File: config.mk
export PLATFORM = sky130hd
export DESIGN_NAME = censor_uart_tx
export DESIGN_NICKNAME = d
export VERILOG_FILES = /design/src/rtl/censor_uart_tx.sv
export SDC_FILE = /design/constraint.sdc
export NUM_CORES = 1
export LEC_CHECK = 0
export CORE_MARGIN = 8
export CORE_UTILIZATION = 40
export DETAILED_ROUTE_END_ITERATION = 8
export DONT_BUFFER_PORTS = 1
export PLACE_DENSITY_LB_ADDON = 0.15
export SETUP_SLACK_MARGIN = 0.3
export SLEW_MARGIN = 20
export SYNTH_ARGS = -nofsm -noshare
export SYNTH_HDL_FRONTEND = slang
export SYNTH_SLANG_ARGS = --single-unit
File: constraint.sdc
create_clock -name clock -period 6.3 [get_ports clock]
set_clock_uncertainty 0.2 [all_clocks]
set_input_delay 1.26 -clock clock [delete_from_list [all_inputs] [get_ports clock]]
set_output_delay 1.26 -clock clock [all_outputs]
set_load 0.02 [all_outputs]
File: src/rtl/censor_uart_tx.sv
// UART transmitter (8N1, LSB first) with byte FIFO at the output of the censor pipeline.
// Define CENSOR_TX_PARITY_EN to insert an even-parity bit (8E1 framing).
module censor_uart_tx #(
    parameter int CLKS_PER_BIT = 868,
    parameter int FIFO_DEPTH   = 16
) (
    input  logic                             clock,
    input  logic                             reset,
    input  logic                             enable,
    input  logic [7:0]                       char_in,
    input  logic                             data_ready,
    output logic                             tx,
    output logic                             busy,
    output logic                             fifo_full,
    output logic [$clog2(FIFO_DEPTH+1)-1:0]  fifo_level,
    output logic                             overflow
);

    localparam int LW = $clog2(FIFO_DEPTH + 1);
    localparam int AW = $clog2(FIFO_DEPTH);
    localparam int BW = $clog2(CLKS_PER_BIT);

`ifdef CENSOR_TX_PARITY_EN
    typedef enum logic [2:0] {S_IDLE, S_START, S_DATA, S_PARITY, S_STOP} state_t;
`else
    typedef enum logic [2:0] {S_IDLE, S_START, S_DATA, S_STOP} state_t;
`endif

    state_t          r_state;
    state_t          w_next_state;
    logic [BW-1:0]   r_baud;
    logic [2:0]      r_bit;
    logic [2:0]      w_next_bit;
    logic [7:0]      r_shift;
    logic [7:0]      r_mem [FIFO_DEPTH];
    logic [AW-1:0]   r_wr_ptr;
    logic [AW-1:0]   r_rd_ptr;
    logic [LW-1:0]   r_level;
    logic [LW-1:0]   w_level_next;
    logic            r_full;
    logic            r_overflow;
    logic            r_tx;
    logic            r_busy;
    logic            w_tx_next;
    logic            w_busy_next;
    logic            w_empty;
    logic            w_baud_done;
    logic            w_push;
    logic            w_pop;

    assign w_empty     = (r_level == '0);
    assign w_baud_done = (r_baud == BW'(CLKS_PER_BIT - 1));
    // Fullness is the registered flag, so a push into a full FIFO drops even if a pop coincides.
    assign w_push      = data_ready && !r_full;
    assign w_pop       = (w_next_state == S_START) && (r_state != S_START);

    always_ff @(posedge clock or negedge reset) begin
        if (!reset) begin
            r_state <= S_IDLE;
        end else begin
            r_state <= w_next_state;
        end
    end

    always_comb begin
        w_next_state = r_state;
        case (r_state)
            S_IDLE:   if (!w_empty && enable) w_next_state = S_START;
            S_START:  if (w_baud_done) w_next_state = S_DATA;
`ifdef CENSOR_TX_PARITY_EN
            S_DATA:   if (w_baud_done && r_bit == 3'd7) w_next_state = S_PARITY;
            S_PARITY: if (w_baud_done) w_next_state = S_STOP;
`else
            S_DATA:   if (w_baud_done && r_bit == 3'd7) w_next_state = S_STOP;
`endif
            S_STOP:   if (w_baud_done) w_next_state = (!w_empty && enable) ? S_START : S_IDLE;
            default:  w_next_state = S_IDLE;
        endcase
    end

    assign w_next_bit = (r_state == S_DATA) ? (w_baud_done ? r_bit + 3'd1 : r_bit) : 3'd0;

    // tx/busy are computed from the next state and registered, so the line never glitches.
    always_comb begin
        w_tx_next   = 1'b1;
        w_busy_next = (w_next_state != S_IDLE);
        case (w_next_state)
            S_START:  w_tx_next = 1'b0;
            S_DATA:   w_tx_next = r_shift[w_next_bit];
`ifdef CENSOR_TX_PARITY_EN
            S_PARITY: w_tx_next = ^r_shift;
`endif
            default:  w_tx_next = 1'b1;
        endcase
    end

    always_ff @(posedge clock or negedge reset) begin
        if (!reset) begin
            r_tx   <= 1'b1;
            r_busy <= 1'b0;
            r_baud <= '0;
            r_bit  <= '0;
        end else begin
            r_tx   <= w_tx_next;
            r_busy <= w_busy_next;
            r_baud <= (r_state == S_IDLE || w_baud_done) ? '0 : r_baud + BW'(1);
            r_bit  <= w_next_bit;
        end
    end

    always_comb begin
        w_level_next = r_level;
        case ({w_push, w_pop})
            2'b10:   w_level_next = r_level + LW'(1);
            2'b01:   w_level_next = r_level - LW'(1);
            default: w_level_next = r_level;
        endcase
    end

    always_ff @(posedge clock) begin
        if (w_push) r_mem[r_wr_ptr] <= char_in;
    end

    always_ff @(posedge clock or negedge reset) begin
        if (!reset) begin
            r_wr_ptr   <= '0;
            r_rd_ptr   <= '0;
            r_level    <= '0;
            r_full     <= 1'b0;
            r_overflow <= 1'b0;
            r_shift    <= '0;
        end else begin
            if (w_push) r_wr_ptr <= r_wr_ptr + AW'(1);
            if (w_pop) begin
                r_rd_ptr <= r_rd_ptr + AW'(1);
                r_shift  <= r_mem[r_rd_ptr];
            end
            r_level <= w_level_next;
            r_full  <= (w_level_next == LW'(FIFO_DEPTH));
            if (data_ready && r_full) r_overflow <= 1'b1;
        end
    end

    assign tx         = r_tx;
    assign busy       = r_busy;
    assign fifo_full  = r_full;
    assign fifo_level = r_level;
    assign overflow   = r_overflow;

endmodule

### Word level (Yosys, flattened, before mapping)

Memories as Yosys holds them, arrays and structs flattened. A register that Yosys moved wholly into a read port is not among the register bits.
Cells that the tools add are included.

* register bits after elaboration: 33
* memory bits (writable): 128
* input port bits: 12
* output and inout bits: 9
* word-level logic and storage cells: 56
* memories: 1

* $add $sub $neg: 6
* magnitude comparators: 1
* equality and inequality tests: 11
* mux-type cells: 15
* reduce and logical (&&, ||, !) cells: 12

Memory list
* r_mem: depth 16, width 8, read ports 1, clocked after Yosys merged registers in 1, wr ports 1, RTL line 35 `logic [7:0] r_mem [FIFO_DEPTH];`

Operators with widths (number)
* 3-bit two-way mux: 6
* 3-bit case mux with 4 select lines: 1
* 10-bit by 1-bit adder with 10-bit output (second input constant): 1
* 10-bit equality test (second input constant): 1
* 10-bit two-way mux: 1
* 5-bit case mux with 2 select lines: 1
* 3-bit by 2-bit equality test with 1-bit output (second input constant): 3
* 4-bit by 1-bit adder with 4-bit output (second input constant): 2
* 3-bit by 1-bit equality test with 1-bit output (second input constant): 2
* 5-bit by 1-bit adder with 5-bit output (second input constant): 1
* 5-bit equality test (second input constant): 1
* 1-bit logical AND: 5
* 5-bit logical NOT: 1
* 5-bit by 1-bit subtractor with 5-bit output (second input constant): 1
* 3-bit by 4-bit < comparator with 1-bit output (second input constant): 1
* 1-bit two-way mux: 4
* 3-bit by 1-bit adder with 3-bit output (second input constant): 1
* 1-bit binary-select mux with 3-bit select: 1
* 3-bit equality test (second input constant): 1
* 1-bit logical NOT: 3
* 3-bit logical NOT: 1
* 3-bit by 1-bit inequality test with 1-bit output (second input constant): 1
* 3-bit nonzero test: 1
* 2-bit by 1-bit equality test with 1-bit output (second input constant): 1
* 3 further kinds: 3

### Longest topological paths before layout

Gate-level depths: netlist (run 1).

* depth in word-level cells: 11
* gate-level depth with buffers: 15
* mapped depth without buffers: 13

### Worst setup path before layout (run 1)

Ideal clock, no wire load.

* kind: input -> register
* start point: input port data_ready
* end point: register r_full (netlist: fifo_full)
* library setup time: 0.100 ns
* arrival time: 3.297 ns
* data required time: 6.000 ns
* path slack: 2.703 ns
* stages: 11
* path buffers: 1
* cells stage by stage: nor2b_1 -> clkbuf_1 -> inv_1 -> ha_1 -> fa_1 -> a21o_1 -> a21oi_1 -> xor2_1 -> nor2_1 -> xor2_1 -> nor4bb_1

* word-level cells in the longest chain between the ends: 4
* elaborated cells on any way between the ends: 5
* classes of those cells: eq/ne (3); mux (1); reduce/logical (1)

RTL lines
* start, declared: RTL line 11 `input logic data_ready,`
* 1-bit logical AND (*): RTL line 54 `assign w_push = data_ready && !r_full;`
* 2-bit by 1-bit equality test with 1-bit output or 2-bit equality test (tied branches): RTL line 113 `case ({w_push, w_pop})`
* 5-bit case mux with 2 select lines (*): RTL line 113
* net w_level_next[4]: RTL line 39 `logic [LW-1:0] w_level_next;`
* 5-bit equality test (*): RTL line 139 `r_full <= (w_level_next == LW'(FIFO_DEPTH));`
* end signal, assigned: RTL line 139
* end, declared: RTL line 40 `logic r_full;`

The timed path passes the listed nets; every way through them passes the cells marked *.
A chain may end at the register's enable or synchronous reset.

### Worst setup path after layout (run 1)

* start point: register r_baud[0]
* end point: register r_full (netlist: fifo_full)

* word-level cells in the longest chain between the ends: 9
* elaborated cells on any way between the ends: 12
* classes of those cells: eq/ne (5); mux (5); reduce/logical (2)

RTL lines
* start, declared: RTL line 31 `logic [BW-1:0] r_baud;`
* start signal, assigned: RTL line 106 `r_baud <= (r_state == S_IDLE || w_baud_done) ? '0 : r_baud + BW'(1);`
* 10-bit equality test (*): RTL line 52 `assign w_baud_done = (r_baud == BW'(CLKS_PER_BIT - 1));`
* 1-bit logical AND: RTL line 74 `S_DATA: if (w_baud_done && r_bit == 3'd7) w_next_state = S_STOP;`
* 3-bit two-way mux: RTL line 74
* 3-bit case mux with 4 select lines (*): RTL line 67 `case (r_state)`
* 3-bit by 1-bit equality test with 1-bit output (*): RTL line 55 `assign w_pop = (w_next_state == S_START) && (r_state != S_START);`
* 1-bit logical AND (*): RTL line 55
* 2-bit by 1-bit equality test with 1-bit output or 2-bit equality test (tied branches): RTL line 113
* 5-bit case mux with 2 select lines (*): RTL line 113
* net w_level_next[4]: RTL line 39
* 5-bit equality test (*): RTL line 139

Marked as above.

==> qor.txt, run 1 <==
Dominant cells by area after synthesis - edfxtp_1 54%, dfrtp_1 14%, mux4_2 6.9%
Critical path's slowest cell - and4b_1
Die H - 150 um
First-pass detailed-route iteration total - 4
Final Max Tran Viols - 0
Status - complete, no violations
Cells after Synth - 388
Max incr delay on CP - 750 ps
Initial antenna violation count - 0
Fmax - 0.242 GHz
Tcrit/Tclk final - 65.6%
Area grow syn2layout - 10.4%
Final wirelength - 13.1 mm
Vias/cell - 5.30
Pin count of the biggest net entering global routing - 42
Number of synthesized flops with an enable pin - 128
GRT met1 Usage - 16.5%
Nets - 413
Io pins - 21
Setup repair bufs after CTS - 0
Sequential power share - 46.6%
Crit path capture type - flop
# setup viols final - 0
Overflow after GRT - 0
Seq/Total Area, Yosys - 68.2%
Initial Util - 40.3%
Die footprint - 22400 um^2
Core Footprint - 17700 um^2
Most used routing layer - met2
Drt wl/cell - 20.7 um
Leak - 2.78 nW
Routed Antenna Nets - 0
Hold Fails Final Rpt - 0
Period minus WS final - 4130 ps
H-tree levels - 4
Inserted Diodes - 0
Design area - 7890 um^2
Worst Path Max Fanout - 14
DRC - 0
Hold wc startpoint - r_baud[0]
Share of layout cells above drive strength 1 - 19.7%
Logic pwr share - 22.5%
Via count - 3342
Post-synth top cells - 128 x edfxtp_1, 40 x dfrtp_1, 29 x nor2_1
Placed instance area - 7290 um^2
Worst skew pair latency - 420 ps
Syn Area/Cell - 18.4 um^2
Top-count cell post-synth - edfxtp_1
Rows - 49
TritonCTS buffer count - 17
FF-to-FF Start - r_baud[0]
Hold Buf Count CTS - 0
Clock transition at path regs - 70 ps
GRT Total Usage - 12.6%
Unrepaired setup endpoints after global routing - no
IO buf count - 0
Finished Core Util - 44.5%
Worst Setup SP - r_baud[0]
Sw frac - 29.7%
Main synth FF type - edfxtp_1
Worst IR Drop VDD - 210 uV
Biggest area consumer among synthesized cells - edfxtp_1
GR Util met3 - 3.63%
P_sw - 1.01 mW
Rel. slew slack - 39.1%
Pint - 2.39 mW
Number of synthesized register bits - 169
Vias in the first global route - 3489
Count of different cell masters after synthesis - 52
Fillcell total - 1520
CTS tree - built
Max Cap Viol - 0
Crit start category - flop
Post-Syn Nets - 413
Hold crit path type - reg -> reg
Yosys top cell area share - 53.8%
Hpwl dp - 8.57 mm
Share of flip-flops with an asynchronous set or reset - 24.3%
Global Route met2 Usage - 19.5%
Worst setup path class - reg -> reg
Clock Path Buffers - 2
CTS root buffer - clkbuf_16
Final GP Congestion - 0.755
Clock power share - 30.9%
Post-Syn Area - 7140 um^2
Setup TNS - 0 ps
First-pass GRT wire length - 20.7 mm
Crit path top cell by count - ha_1
Post-CTS sizing - 0
Die width - 150 um
Initial drt markers - 217
Crit-path cells - ha_1, and4b_1, nand3_2, o21ai_1, and4b_1, ha_1, ha_1, a21o_1, a21oi_1, xor2_1, nor2_1, xor2_1, nor4bb_1
Crit path required time - 6410 ps
Power per standard cell area - 432 nW/um^2
Clock tree sinks - 169
Worst Tran Pin Value - 910 ps
Arrival time worst endpoint - 4250 ps
Warnings from Yosys - 0
[cells by family after synthesis]
kind of cell | count (synthesis) | share of synthesized area, %
AO/OA/AOI/OAI | 21 | 2.07
XOR/XNOR | 21 | 2.58
adder cells (fa/ha/maj) | 13 | 2.38
buffers and inverters | 27 | 2.66
flip-flops | 169 | 68.2
multiplexers | 53 | 16.0
other | 1 | 0.0525
AND/OR/NAND/NOR | 83 | 6.05
[layer usage]
metal  wire, um  vias up  part of all wire (%)
li1           -     1535                     -
met2       6310       46                    48
met1       6070     1750                    46
met5          0        -                     0
met3        512       11                   3.9
met4        164        0                   1.3
[through the flow]
step	total power, mW	cells	worst slack [ps]	hold WS [ps]
3_3_place_gp	2.38	598	2330	258
4_1_cts	3.46	630	2110	286
5_1_grt	3.57	630	1790	296
2_1_floorplan	2.22	388	2700	247
6_report	3.41	630	2170	278
3_5_place_dp	2.40	598	2160	276
[area by class of cell]
type	count	area (um^2)	area share, %
Sequential cell	169	4870	61.8
Clock inverter	14	164	2.08
Multi-Input combinational cell	192	2100	26.6
Tap cell	229	287	3.63
Timing Repair Buffer	1	7.51	0.0952
Clock buffer	18	429	5.44
Inverter	7	26.3	0.333
[worst paths after layout]
check | endpoint | slack, ps | cells past startpoint
hold / removal | r_baud[0] | 280 | 1
hold reg to reg | r_baud[0] | 280 | 1
setup reg to reg | fifo_full | 2170 | 13
setup / recovery | fifo_full | 2170 | 13
min in group asynchronous | busy | 330 | 0
max in group asynchronous | tx | 5400 | 0
[state kept, by name, summed over array words and instances (netlist names)]
name	count
busy	1
fifo_full	1
fifo_level	5
overflow	1
r_baud	10
r_bit	3
r_mem	128
r_rd_ptr	4
r_shift	8
r_state	3
r_wr_ptr	4
tx	1
[power groups by stage]
stage	clock [mW]	combinational, mW	sequential, mW
global route	1.12	0.836	1.62
CTS	1.08	0.784	1.59
floorplan	0	0.739	1.49
finish	1.05	0.766	1.59
detailed placement	0	0.782	1.62
global placement	0	0.773	1.61
[critical path: cells and delay by family (launching register included)]
kind / cells / cell delay, ps
AND/OR/NAND/NOR: 5 / 1590
adder cells (fa/ha/maj): 3 / 1000
AO/OA/AOI/OAI: 3 / 530
flip-flops: 1 / 380
XOR/XNOR: 2 / 320
[cells in the final DEF, fill, tap and decap left out, drive strengths merged, types with 3 or more instances in the layout]
master / synthesis / layout
inv: 7 / 13
clkinv: 0 / 4
nand3: 7 / 7
nor2: 29 / 29
clkbuf: 5 / 18
xor2: 11 / 11
xnor2: 10 / 10
mux4: 40 / 40
edfxtp: 128 / 128
a21o: 3 / 3
nand2: 17 / 17
o21ai: 8 / 8
dfrtp: 40 / 40
nand4: 7 / 7
mux2: 11 / 11
ha: 12 / 12
nor3: 6 / 6
Note: power is estimated with default switching activity, not from simulation.
==> inputs of run 2 (changes only) <==
==> constraint.sdc (replaced) <==
create_clock -name clock -period 4 [get_ports clock]
set_clock_uncertainty 0.2 [all_clocks]
set_input_delay 0.8 -clock clock [delete_from_list [all_inputs] [get_ports clock]]
set_output_delay 0.8 -clock clock [all_outputs]
set_load 0.02 [all_outputs]
==> qor.txt, run 2 (synthesis gave the netlist of run 1 again) <==
Status - complete, no violations (unchanged)
Post-placement cell count - 605 (was 598)
Hold crit path type - in -> async (was reg -> reg)
First-pass GRT wire length - 20.8 mm (was 20.7 mm)
Worst Tran Pin Value - 964 ps (was 910 ps)
Worst Reg-to-Reg Cells - 13 (unchanged)
Initial antenna violation count - 0 (unchanged)
Finished Core Util - 44.9% (was 44.5%)
CTS tree - built (unchanged)
Initial Util - 40.3% (unchanged)
Crit-path cells - ha_1, and4b_1, nand3_2, o21ai_1, and4b_1, ha_2, ha_1, a21o_1, a21oi_1, xor2_1, nor2_1, xor2_1, nor4bb_1 (was ha_1, and4b_1, nand3_2, o21ai_1, and4b_1, ha_1, ha_1, a21o_1, a21oi_1, xor2_1, nor2_1, xor2_1, nor4bb_1)
Max incr delay on CP - 380 ps (was 750 ps)
Final cell count without fillers - 639 (was 630)
GRT Total Usage - 12.7% (was 12.6%)
Share of layout cells above drive strength 1 - 20.5% (was 19.7%)
Die footprint - 22400 um^2 (unchanged)
Worst Setup EP - fifo_full (unchanged)
Clock power share - 30.2% (was 30.9%)
Inserted Diodes - 0 (unchanged)
Critical path's slowest cell - dfrtp_1 (was and4b_1)
Clock Path Buffers - 2 (unchanged)
Hpwl dp - 8.72 mm (was 8.57 mm)
IO buf count - 0 (unchanged)
Cell count along the critical path - 13 (unchanged)
Setup TNS - 0 ps (unchanged)
Worst Path Buf+Inv - 0 (unchanged)
Top reg by flops - r_mem (unchanged)
Final GP Congestion - 0.755 (about the same)
Final wirelength - 13.1 mm (about the same)
Clock tree sinks - 169 (unchanged)
Pint - 3.75 mW (was 2.39 mW)
Worst skew pair latency - 420 ps (about the same)
Design area - 7960 um^2 (was 7890 um^2)
Tcrit/Tclk final - 86.2% (was 65.6%)
Clock transition at path regs - 70 ps (about the same)
Worst Setup SP - r_baud[0] (unchanged)
Leak - 2.84 nW (was 2.78 nW)
Final Max Tran Viols - 0 (unchanged)
Largest register FFs - 128 (unchanged)
Sequential power share - 45.9% (was 46.6%)
Hold Fails Final Rpt - 0 (unchanged)
Top flop regs - r_mem: 128 flops, r_baud: 10 flops, r_shift: 8 flops (unchanged)
Rel. slew slack - 35.5% (was 39.1%)
Drt wl/cell - 20.6 um (was 20.7 um)
TritonCTS buffer count - 17 (unchanged)
Worst reg2reg setup slack - 550 ps (was 2170 ps)
Core Footprint - 17700 um^2 (unchanged)
Crit path required time - 4110 ps (was 6410 ps)
FF-to-FF Start - r_baud[0] (unchanged)
Arrival time worst endpoint - 3560 ps (was 4250 ps)
DR top layer - met4 (unchanged)
Area of the multi-input gates - 2080 um^2 (was 2100 um^2)
H-tree levels - 4 (unchanged)
Crit path capture type - flop (unchanged)
Io pins - 21 (unchanged)
First-pass detailed-route iteration total - 4 (unchanged)
Power per standard cell area - 674 nW/um^2 (was 432 nW/um^2)
Rows - 49 (unchanged)
Commonest non-fill, non-tap cell in the layout - edfxtp_1 (unchanged)
Fmax - 0.290 GHz (was 0.242 GHz)
Wl on met1 - 6.00 mm (was 6.07 mm)
CTS root buffer - clkbuf_16 (unchanged)
Placed instance area - 7340 um^2 (was 7290 um^2)
Final Power - 5.36 mW (was 3.41 mW)
Worst setup path class - reg -> reg (unchanged)
Sw frac - 30.0% (was 29.7%)
Routed wl met3 - 375 um (was 512 um)
Most frequent cells in the layout - 128 x edfxtp_1, 39 x dfrtp_1, 29 x nor2_1 (was 128 x edfxtp_1, 38 x dfrtp_1, 29 x nor2_1)
Area grow syn2layout - 11.5% (was 10.4%)
Period minus WS final - 3450 ps (was 4130 ps)
Reg area - 4870 um^2 (about the same)
Fillcell total - 1518 (was 1520)
Logic pwr share - 23.9% (was 22.5%)
Reg-to-reg critical path endpoint - fifo_full (unchanged)
Die width - 150 um (unchanged)
Nets - 422 (was 413)
Vias/cell - 5.24 (was 5.30)
Pin count of the biggest net entering global routing - 41 (was 42)
P_sw - 1.61 mW (was 1.01 mW)
DRC - 0 (unchanged)
Via count - 3349 (was 3342)
Met2 wire len - 6.61 mm (was 6.31 mm)
Delay-heaviest family, CP - simple AND/OR/NAND/NOR gates (unchanged)
Unrepaired setup endpoints after global routing - no (unchanged)
Worst Path Max Fanout - 6 (was 14)
# setup viols final - 0 (unchanged)
Max Cap Viol - 0 (unchanged)
Overflow after GRT - 0 (unchanged)
Worst IR Drop VDD - 357 uV (was 210 uV)
Die H - 150 um (unchanged)
Vias in the first global route - 3517 (was 3489)
Initial drt markers - 182 (was 217)
Routed Antenna Nets - 0 (unchanged)
Crit start category - flop (unchanged)
run 2: power by group through the flow:
stage / clock network (mW) / logic (mW) / registers, mW
floorplan: 0 / 1.16 / 2.34
global placement: 0 / 1.28 / 2.50
detailed placement: 0 / 1.30 / 2.51
CTS: 1.65 / 1.31 / 2.47
global route: 1.73 / 1.39 / 2.51
finish: 1.62 / 1.28 / 2.46
run 2: worst min path at each step:
stage,from,to,slack [ps],cells past startpoint
finish,reset,fifo_level[0],20,1
global route,reset,fifo_level[2],10,1
CTS,reset,r_state[0],10,1
detailed placement,r_baud[0],r_baud[0],270,1
global placement,r_baud[0],r_baud[0],260,1
floorplan,r_baud[0],r_baud[0],250,1
run 2: what timing repair did:
action,in CTS,in global routing
setup buffers,0,0
hold endpoints to repair,40,0
gates resized for setup,0,1
endpoints found under the setup margin,0,1
hold buffers,2,0
run 2: through the flow:
stage          hold slack [ps]  worst slack [ps]
6_report                  15.0               552
5_1_grt                   13.1               339
4_1_cts                   12.3               488
3_5_place_dp               270               523
3_3_place_gp               260               650
2_1_floorplan              247               537
run 2: cell type report:
| type | count | share of cell area, % |
|---|---|---|
| Clock inverter | 14 | 1.93 |
| Timing Repair Buffer | 10 | 1.38 |
| Sequential cell | 169 | 61.2 |
| Tap cell | 229 | 3.60 |
| Multi-Input combinational cell | 192 | 26.2 |
| Inverter | 7 | 0.330 |
| Clock buffer | 18 | 5.39 |
run 2: layer usage:
layer	track usage (%)	up-vias
met2	20.5	36
met5	0	-
met3	2.81	10
met4	5.00	0
li1	-	1546
met1	16.3	1757
run 2: worst reg2reg max path, stage by stage, from the launching register on:
cell,delay (ps)
dfrtp_1,380
ha_1,270
and4b_1,320
nand3_2,160
o21ai_1,190
and4b_1,250
ha_2,250
ha_1,280
a21o_1,160
a21oi_1,170
xor2_1,90
nor2_1,120
xor2_1,180
nor4bb_1,320
==> inputs of run 3 (changes only) <==
--- a/config.mk
+++ b/config.mk
@@ -5,6 +5,7 @@
 export SDC_FILE = /design/constraint.sdc
 export NUM_CORES = 1
 export LEC_CHECK = 0
+export ABC_AREA = 1
 export CORE_MARGIN = 8
 export CORE_UTILIZATION = 40
 export DETAILED_ROUTE_END_ITERATION = 8
==> qor.txt, run 3 <==
First-pass detailed-route iteration total - 4 (unchanged)
Seq/Total Area, Yosys - 67.5% (was 68.2%)
Post-Syn Area - 7210 um^2 (was 7140 um^2)
Clock transition at path regs - 60 ps (was 70 ps)
Warnings from Yosys - 0 (unchanged)
Initial Util - 40.4% (was 40.3%)
Io pins - 21 (unchanged)
Initial antenna violation count - 0 (unchanged)
Inserted Diodes - 0 (unchanged)
IO buf count - 0 (unchanged)
Main synth FF type - edfxtp_1 (unchanged)
FF-to-FF Start - r_baud[0] (unchanged)
Global Route met2 Usage - 23.8% (was 20.5%)
Arrival time worst endpoint - 3480 ps (was 3560 ps)
Crit start category - flop (unchanged)
Power per standard cell area - 697 nW/um^2 (was 674 nW/um^2)
Biggest area consumer among synthesized cells - edfxtp_1 (unchanged)
Overflow after GRT - 0 (unchanged)
Critical path's slowest cell - dfrtp_1 (unchanged)
Clock Path Buffers - 2 (unchanged)
Setup TNS - 0 ps (unchanged)
Vias/cell - 5.23 (was 5.24)
Top flop regs - r_mem: 128 flops, r_baud: 10 flops, r_shift: 8 flops (unchanged)
Post-synth top cells - 128 x edfxtp_1, 108 x nor2_1, 64 x o21ai_0 (was 128 x edfxtp_1, 40 x dfrtp_1, 29 x nor2_1)
Clock tree sinks - 169 (unchanged)
DRC - 0 (unchanged)
Rows - 49 (unchanged)
Crit path capture type - flop (unchanged)
Crit path required time - 4130 ps (was 4110 ps)
Top reg by flops - r_mem (unchanged)
First-pass GRT wire length - 24.8 mm (was 20.8 mm)
Crit-path cells - ha_1, nand3_2, nor3_2, nand2_1, xor2_2, nand3_4, inv_4, ha_2, ha_1, a21oi_1, o21bai_1, a21oi_1, o21ai_0, xor2_1, nor3_1 (was ha_1, and4b_1, nand3_2, o21ai_1, and4b_1, ha_2, ha_1, a21o_1, a21oi_1, xor2_1, nor2_1, xor2_1, nor4bb_1)
Commonest non-fill, non-tap cell in the layout - edfxtp_1 (unchanged)
Worst Tran Pin Value - 957 ps (was 964 ps)
Worst Path Buf+Inv - 1 (was 0)
Nets - 643 (was 422)
CTS tree - built (unchanged)
Reg-to-reg critical path endpoint - fifo_full (unchanged)
Hold Fails Final Rpt - 0 (unchanged)
Hold crit path type - in -> async (unchanged)
Number of synthesized register bits - 169 (unchanged)
Final wirelength - 15.7 mm (was 13.1 mm)
Core Footprint - 17800 um^2 (was 17700 um^2)
Worst Setup SP - r_baud[0] (unchanged)
Cell count along the critical path - 15 (was 13)
GRT Total Usage - 14.8% (was 12.7%)
Drt wl/cell - 18.2 um (was 20.6 um)
Design area - 8010 um^2 (was 7960 um^2)
Leak - 2.93 nW (was 2.84 nW)
Unrepaired setup endpoints after global routing - no (unchanged)
Placed instance area - 7410 um^2 (was 7340 um^2)
GRT met1 Usage - 19.3% (was 16.3%)
Initial drt markers - 366 (was 182)
Max Cap Viol - 0 (unchanged)
Tcrit/Tclk final - 83.8% (was 86.2%)
H-tree levels - 4 (unchanged)
Share of flip-flops with an asynchronous set or reset - 24.3% (unchanged)
Worst skew pair latency - 420 ps (about the same)
Count of different cell masters after synthesis - 41 (was 52)
Worst Setup EP - fifo_full (unchanged)
Final Power - 5.59 mW (was 5.36 mW)
Die H - 150 um (about the same)
Delay-heaviest family, CP - adder cells (was simple AND/OR/NAND/NOR gates)
Max incr delay on CP - 370 ps (was 380 ps)
Rel. slew slack - 36.1% (was 35.5%)
Final Max Tran Viols - 0 (unchanged)
Vias in the first global route - 4323 (was 3517)
Worst reg2reg setup slack - 650 ps (was 550 ps)
Routed Antenna Nets - 0 (unchanged)
Period minus WS final - 3350 ps (was 3450 ps)
Yosys top cell area share - 53.3% (was 53.8%)
Post-placement cell count - 826 (was 605)
# setup viols final - 0 (unchanged)
Worst IR Drop VDD - 334 uV (was 357 uV)
Post-Syn Nets - 643 (was 413)
Dominant cells by area after synthesis - edfxtp_1 53%, dfrtp_1 14%, nor2_1 5.6% (was edfxtp_1 54%, dfrtp_1 14%, mux4_2 6.9%)
Share of layout cells above drive strength 1 - 9.03% (was 20.5%)
TritonCTS buffer count - 17 (unchanged)
Most frequent cells in the layout - 128 x edfxtp_1, 108 x nor2_1, 64 x o21ai_0 (was 128 x edfxtp_1, 39 x dfrtp_1, 29 x nor2_1)
Top-count cell post-synth - edfxtp_1 (unchanged)
Cells after Synth - 618 (was 388)
Syn Area/Cell - 11.7 um^2 (was 18.4 um^2)
Final GP Congestion - 0.776 (was 0.755)
Most used routing layer - met2 (unchanged)
Pin count of the biggest net entering global routing - 67 (was 41)
Largest register FFs - 128 (unchanged)
Fmax - 0.298 GHz (was 0.290 GHz)
Worst Path Max Fanout - 23 (was 6)
GR Util met3 - 3.34% (was 2.81%)
Worst setup path class - reg -> reg (unchanged)
Number of synthesized flops with an enable pin - 128 (unchanged)
Finished Core Util - 44.9% (about the same)
Via count - 4494 (was 3349)
CTS root buffer - clkbuf_16 (unchanged)
Die width - 150 um (about the same)
Hpwl dp - 9.82 mm (was 8.72 mm)
Status - complete, no violations (unchanged)
Final cell count without fillers - 860 (was 639)
Worst Reg-to-Reg Cells - 15 (was 13)
Area grow syn2layout - 11.1% (was 11.5%)
Die footprint - 22600 um^2 (was 22400 um^2)
## run 3: cell count changes in the layout (fill, tap and decap cells not counted), moves of 9 or more
| cell | change |
|---|---|
| o22ai_1 | +12 |
| nand2_1 | +44 |
| mux4_2 | -22 |
| xnor2_1 | -9 |
| nor2_1 | +79 |
| inv_1 | +38 |
| o211ai_1 | +21 |
| o21ai_0 | +59 |
| mux4_1 | -18 |
| o221ai_1 | +10 |
| nand3_1 | +13 |
## run 3: area by class of cell
| cell class | count | area [um^2] |
|---|---|---|
| Tap cell | 229 | 287 |
| Multi-Input combinational cell | 374 | 2030 |
| Fill cell | 1640 | 9830 |
| Inverter | 48 | 183 |
| Clock inverter | 11 | 128 |
| Clock buffer | 21 | 440 |
| Sequential cell | 169 | 4870 |
| Timing Repair Buffer | 8 | 75.1 |
## run 3: kinds of logic after synthesis
logic type                 count (synthesis)  share of synthesized area [%]
and+or+nand+nor                          215                           12.9
DFF                                      169                           67.5
AOI/OAI and AO/OA                        134                           11.3
buffers and inverters                     75                           4.35
adders and majority gates                 13                           2.36
xor gates and xnor gates                  10                           1.32
other                                      1                         0.0520
muxes                                      1                          0.139
## run 3: timing repair
item,4_1_cts,5_1_grt
setup endpoints to repair,0,2
gates resized for setup,0,1
hold buffers,1,1
setup buffers,0,0
hold endpoints to repair,40,1
## run 3: layer usage
metal	part of all wire, %	vias up
li1	-	2173
met1	46	2226
met2	49	77
met3	4.2	18
met4	1.5	0
met5	0	-
## run 3: worst min-delay path by stage
stage,from,end,slack (ps),depth (start not counted)
2_1_floorplan,r_state[2],r_state[1],230,1
3_3_place_gp,r_baud[0],r_baud[0],240,1
3_5_place_dp,r_state[2],r_state[1],240,1
4_1_cts,reset,tx,2,0
5_1_grt,reset,r_baud[1],20,1
6_report,reset,r_baud[9],20,1
## run 3: per-stage QoR
stage,hold slack (ps),worst slack [ps]
2_1_floorplan,229,922
3_3_place_gp,243,712
3_5_place_dp,237,602
4_1_cts,1.65,587
5_1_grt,21.6,305
6_report,23.3,648
## run 3: power by group
group          total (mW)  switching (mW)  leakage, nW  internal (mW)
registers            2.34           0.180         1.67           2.16
logic                1.65            1.15        0.985          0.504
clock network        1.60           0.625        0.277          0.971
